### src/rtl/microcontroller_pkg.sv
// Shared definitions for the microcontroller: opcodes,
// instruction field widths and the fetch sequencer state encoding.
package microcontroller_pkg;

    localparam int OPC_W = 4;
    localparam int FLDA_W = 6;
    localparam int FLDB_W = 6;

    localparam logic [OPC_W-1:0] OP_ADDI = 4'd7;
    localparam logic [OPC_W-1:0] OP_HALT = 4'hF;

    typedef enum logic [2:0] {
        ST_IDLE,
        ST_FETCH,
        ST_ISSUE,
        ST_EXEC,
        ST_HALT
    } fetch_state_e;

    function automatic logic [OPC_W-1:0] opcode_of(
        input logic [OPC_W+FLDA_W+FLDB_W-1:0] instr
    );
        return instr[OPC_W+FLDA_W+FLDB_W-1 -: OPC_W];
    endfunction

endpackage

### src/rtl/program_counter.sv
// Program counter register: load has priority over increment,
// and the increment wraps modulo 2^W.
module program_counter #(
    parameter int W = 8
) (
    input  logic         clk,
    input  logic         reset,
    input  logic         inc,
    input  logic         load,
    input  logic [W-1:0] load_val,
    output logic [W-1:0] pc
);

    logic [W-1:0] pc_q;
    logic [W-1:0] pc_d;

    always_comb begin
        pc_d = pc_q;
        unique case (1'b1)
            load:    pc_d = load_val;
            inc:     pc_d = pc_q + W'(1);
            default: pc_d = pc_q;
        endcase
    end

    always_ff @(posedge clk) begin
        if (reset) begin
            pc_q <= '0;
        end else begin
            pc_q <= pc_d;
        end
    end

    assign pc = pc_q;

endmodule

### src/rtl/fetch_unit.sv
// Instruction fetch sequencer: reads words over req/ack, issues them
// to the decoder, waits for execution and applies branches.
module fetch_unit
    import microcontroller_pkg::*;
#(
    parameter int               PC_W    = 8,
    parameter int               INSTR_W = 16,
    parameter logic [OPC_W-1:0] HALT_OP = OP_HALT
) (
    input  logic               clk,
    input  logic               reset,
    output logic               mem_req,
    output logic [PC_W-1:0]    mem_addr,
    input  logic               mem_ack,
    input  logic [INSTR_W-1:0] mem_rdata,
    output logic               IF,
    output logic               IR,
    output logic [INSTR_W-1:0] instruction,
    input  logic               exec_done,
    input  logic               branch_taken,
    input  logic [PC_W-1:0]    branch_target,
    output logic               halted
);

    fetch_state_e       state_q;
    logic [INSTR_W-1:0] instr_q;
    logic [PC_W-1:0]    pc;
    logic               pc_inc;
    logic               pc_load;
    logic               is_halt;

    assign pc_inc  = (state_q == ST_FETCH) && mem_ack;
    assign pc_load = (state_q == ST_EXEC) && exec_done && branch_taken;
    assign is_halt = instr_q[INSTR_W-1 -: OPC_W] == HALT_OP;

    program_counter #(
        .W(PC_W)
    ) u_pc (
        .clk     (clk),
        .reset   (reset),
        .inc     (pc_inc),
        .load    (pc_load),
        .load_val(branch_target),
        .pc      (pc)
    );

    always_ff @(posedge clk) begin
        if (reset) begin
            state_q <= ST_IDLE;
            instr_q <= '0;
        end else begin
            unique case (state_q)
                ST_IDLE: state_q <= ST_FETCH;
                ST_FETCH: begin
                    if (mem_ack) begin
                        instr_q <= mem_rdata;
                        state_q <= ST_ISSUE;
                    end
                end
                ST_ISSUE: state_q <= is_halt ? ST_HALT : ST_EXEC;
                ST_EXEC: begin
                    if (exec_done) begin
                        state_q <= ST_FETCH;
                    end
                end
                ST_HALT: state_q <= ST_HALT;
                default: state_q <= ST_IDLE;
            endcase
        end
    end

    assign mem_req     = (state_q == ST_FETCH);
    assign IF          = (state_q == ST_FETCH);
    assign IR          = (state_q == ST_ISSUE);
    assign halted      = (state_q == ST_HALT);
    assign mem_addr    = pc;
    assign instruction = instr_q;

endmodule

### config.mk
export PLATFORM = sky130hd
export DESIGN_NAME = fetch_unit
export DESIGN_NICKNAME = d
export VERILOG_FILES = /design/src/rtl/microcontroller_pkg.sv /design/src/rtl/program_counter.sv /design/src/rtl/fetch_unit.sv
export SDC_FILE = /design/constraint.sdc
export NUM_CORES = 1
export LEC_CHECK = 0
export CORE_UTILIZATION = 43
export DETAILED_ROUTE_END_ITERATION = 12
export GPL_TIMING_DRIVEN = 0
export PLACE_DENSITY_LB_ADDON = 0.1
export SLEW_MARGIN = 20
export SYNTH_ARGS = -nofsm -noshare
export SYNTH_HDL_FRONTEND = slang
export SYNTH_SLANG_ARGS = --single-unit
### constraint.sdc
create_clock -name clk -period 3.6 [get_ports clk]
set_input_delay 0.72 -clock clk [delete_from_list [all_inputs] [get_ports clk]]
set_output_delay 0.72 -clock clk [all_outputs]
set_load 0.02 [all_outputs]
Yosys cells after proc, flatten, opt, wreduce, memory -nomap -nowiden:

Cells that the tools add are included.

* bits in registers: 27
* latch bits: 0
* bits in writable memories: 0
* ROM bits: 0
* input bits: 29
* logic and storage cells: 23
* memories kept: 0

* add/sub/neg operators: 1
* multiply operators: 0
* divide/modulo/power cells: 0
* order comparisons: 0
* equality and inequality tests: 7
* shift operators: 0
* multiplexer cells: 5
* bitwise gates (word level): 0
* reduce and logical (&&, ||, !) cells: 7

Operator list (count)
* 8-bit one-hot mux with 2 select lines: 1
* 3-bit one-hot mux with 5 select lines: 1
* 3-bit two-way mux: 3
* 8-bit by 1-bit adder with 8-bit output (second input constant): 1
* 3-bit by 2-bit equality test with 1-bit output (second input constant): 2
* 4-bit equality test (second input constant): 1
* 2-bit inequality test (second input constant): 2
* 2-bit AND reduction: 2
* 3-bit by 1-bit equality test with 1-bit output (second input constant): 1
* 3-bit equality test (second input constant): 1
* 1-bit logical AND: 3
* 3-bit zero test: 1
* 2-bit nonzero test: 1

Longest topological paths before layout:

* word-level depth: 4
* depth in mapped cells: 6
* mapped depth without buffers: 4

Cells and area by module:

Synthesis repeated with hierarchy kept, for this count alone.

* cell total of the unflattened synthesis: 142
* area total of the unflattened synthesis: 1237.4 um^2

Modules (own cells, without submodules)
* fetch_unit: instances 1, cells an instance 92, area each 799.5 um^2
* program_counter: instances 1, cells an instance 50, area each 437.9 um^2

Worst setup path before layout:

No wires, ideal clock.

* path kind: flip-flop to output port
* start: register state_q[0]
* end: output mem_req
* arrival time: 1392 ps
* setup slack: 1488 ps
* cell stages (with the launch flop): 4
* path through: dfxtp_1 -> buf_2 -> nor3b_1 -> buf_4

* longest elaborated chain between the ends: 1

Ends and longest elaborated chain
* start, declared: line fetch_unit.sv:25 `fetch_state_e state_q;`
* start signal, assigned: line fetch_unit.sv:60 `ST_ISSUE: state_q <= is_halt ? ST_HALT : ST_EXEC;`
* 3-bit by 1-bit equality test with 1-bit output
* end, declared: line fetch_unit.sv:12 `output logic mem_req,`

No other way between the ends.

Worst setup path after layout:

* start: register state_q[0]
* end: output mem_req

* longest elaborated chain between the ends: 1

Ends and longest elaborated chain
* 3-bit by 1-bit equality test with 1-bit output: line fetch_unit.sv:72 `assign mem_req = (state_q == ST_FETCH);`

No other way between the ends.

==> impl_metrics.csv <==
group,metric,value,unit
die,fp.dieH,55.54,um
drt,vias,1268,
pwr,p_per_area,316.8,mW/mm^2
synth,yosys.area.top_type,"dfxtp_1",
placement,postPlaceCellArea,0.001822,sq mm
synth,yosys.area.top_type_share,0.4386,
global_routing,grt_overflow,0,
drt,drt_iter0_drc,30,
clock_network,numCtsBuffers,3,
die,rows,19,
worst_setup_path,critical_path_required,2.88,ns
worst_setup_path,cp-end-kind,"output port",
synth,ys_seq_area_frac,0.4386,
global_routing,grt_start_max_net_pins,15,
final_layout,final_cells,237,
clock_network,clockBufferDepth,2,
worst_setup_path,cp_top_family,"buffers and inverters",
global_routing,grt_pass1_wl,5299,um
final_layout,stdcell_area,0.001848,sq mm
drt,wl_per_cell,13.18,um
placement,place.gp.congestion,0.8228,
placement,io_buffer_count,55,
final_layout,layout-drive-gt1-share,0.09223,
clock_network,htreeDepth,1,
final_layout,antenna-diode-count,0,
drt,avgViaCountPerCell,5.350,
clock_network,hold_buffers,0,
worst_setup_path,setup.worst_path.class,"register to output port",
synth,synth-seq-cells,27,
timing,tns,0,ns
synth,synth_cell_types,37,
timing,finClkSkew,0.01051,ns
synth,synth_cells,147,
clock_network,path_clk_slew,0.13,ns
timing,slew_headroom,0.6847,
drt,drc,0,
worst_setup_path,cp_cell_sequence,"buf_2 > nor3b_1 > buf_4 > clkdlybuf4s50_1",
drt,top_layer,"met4",
die,die_area,0.003084,sq mm
hold_path,hold_class,"register to register",
drt,met3WireLength,205,um
clock_network,cts-resized-gates,0,
die,coreArea,0.002734,sq mm
timing,period_share,0.7428,
timing,holdWs,0.4639,ns
global_routing,grt.total_usage,0.2171,
timing,worst-slew-pin-transition,0.4730,ns
synth,async_flop_share,0,
worst_setup_path,worstPathArrival,1.95,ns
clock_network,cts_tree,"built",
worst_setup_path,worst-path-buf-inv,3,
synth,synth_fp_nets,177,
worst_setup_path,cp-start-kind,"register",
drt,detail-route-antenna-nets,0,
timing,max_freq,374.0,MHz
clock_network,cts_sinks,27,
synth,synth_edf_count,0,
drt,firstDrtPassIters,6,
die,start_util,0.4508,
run_status,run_status,"completed",
clock_network,cts_setup_buffers,0,
final_layout,areaGrowthSynthToFinish,49.95,%
run,maxCapViolations,0,
timing,post-route-min-period,2.674,ns
placement,placed_cells,233,
worst_setup_path,slowest_delay,0.58,ns
die,ios,57,
synth,synth-warning-count,0,
worst_setup_path,cp_slowest_cell,"clkdlybuf4s50_1",
timing,finalMaxSlewViolations,0,
die,die_x,55.54,um
final_layout,fin_util,0.6760,
drt,wl_met1,1338,um
synth,syn_avg_cell_area,8.384,sq um
timing,rsz0062_at_grt,"no",
clock_network,cts_root_buffer,"clkbuf_4",
timing,hold_violations,0,
global_routing,first_global_vias,1201,
final_layout,final_nets,237,
synth,netlist_area,0.001232,sq mm
clock_network,worstSkewPairLatency,0.33,ns
placement,hpwl,2287,um
drt,wirelength,3124,um
synth,synth_top_flop_cell,"dfxtp_1",
synth,synth.area.top_cells,"dfxtp_1, nand2_1, a21oi_1, a31oi_1, a41oi_4",
global_routing,antenna_found_initial,0,
timing,setup_viol,0,
worst_setup_path,crit_fanout,10,
pwr,irDropWorstVdd,0.0002577,V
pwr,p_leak,0.0006521,uW
drt,wl_met2,1530,um
## cells in the mapped netlist (all sizes together) (2+ instances only)
cell	count
or3	2
nor2b	3
a21oi	21
a31oi	5
dfxtp	27
a41oi	2
and2	2
and4	2
nand4	4
nand2	39
clkbuf	2
buf	9
o21ai	2
nor2	7
nand3	4
nor3	2
## registers in the layout, indices dropped and copies added, names as in the netlist
signal       count
u_pc.pc          8
state_q          3
instruction     16
## kinds of logic (layout without fill, tap and decap cells)
logic type	after synthesis	after routing	share of synthesized area
and+or+nand+nor	72	72	0.2944
muxes	1	1	0.008122
buffers and inverters	11	70	0.05583
DFF	27	27	0.4386
adders and majority gates	1	1	0.01015
AOI/OAI and AO/OA	35	35	0.1929
## path summary, 6_finish.rpt
kind,cells past startpoint,from,slack (ns),endpoint
max,4,state_q[0],0.93,mem_req
min,2,instruction[2],0.46,instruction[2]
max reg2reg,5,state_q[2],2.17,u_pc.pc[0]
min reg2reg,2,instruction[2],0.46,instruction[2]
## where the power goes
group / switching (uW) / internal, uW
Clock: 86.1 / 43.5
Combinational: 61.8 / 71.5
Sequential: 10.6 / 312
## stage by stage
stage,total power (uW),worst slack [ns]
global placement,458.9,1.345
detailed placement,462.6,1.276
finish,585.4,0.9260
global route,616.6,0.7643
CTS,590.9,0.8881
floorplan,392.2,1.488
## cell usage in the layout (no fill, tap or decap), types with 2 or more instances in the layout
cell	instances
a21oi_1	20
a31oi_1	5
and2_1	2
buf_2	4
buf_4	2
buf_6	2
clkbuf_1	3
clkbuf_4	3
clkdlybuf4s50_1	55
dfxtp_1	27
nand2_1	39
nand3_1	4
nand4_1	3
nor2_1	7
nor2b_1	3
nor3_1	2
o21ai_1	2
or3_1	2
## layout make-up
type / instances / area, sq um
buffer: 11 / 68.82
clock buffer: 4 / 26.28
fill: 244 / 885.9
multi-input combinational: 109 / 623.1
sequential: 27 / 540.5
tap: 31 / 38.79
timing repair buffer: 55 / 550.5
## worst reg2reg max path, delay by kind of cell, from the launching register on
| family | cells | cell delay [ns] |
|---|---|---|
| simple gates | 3 | 0.50 |
| flops | 1 | 0.46 |
| compound gates | 1 | 0.25 |
| buf+inv | 1 | 0.13 |
## metal layers
metal	global-route usage	vias up
met1	0.2596	583
met3	0.05386	5
met4	0.08571	0
li1	-	634
met5	0	-
met2	0.3718	46
(Power assumes the default switching activity.)
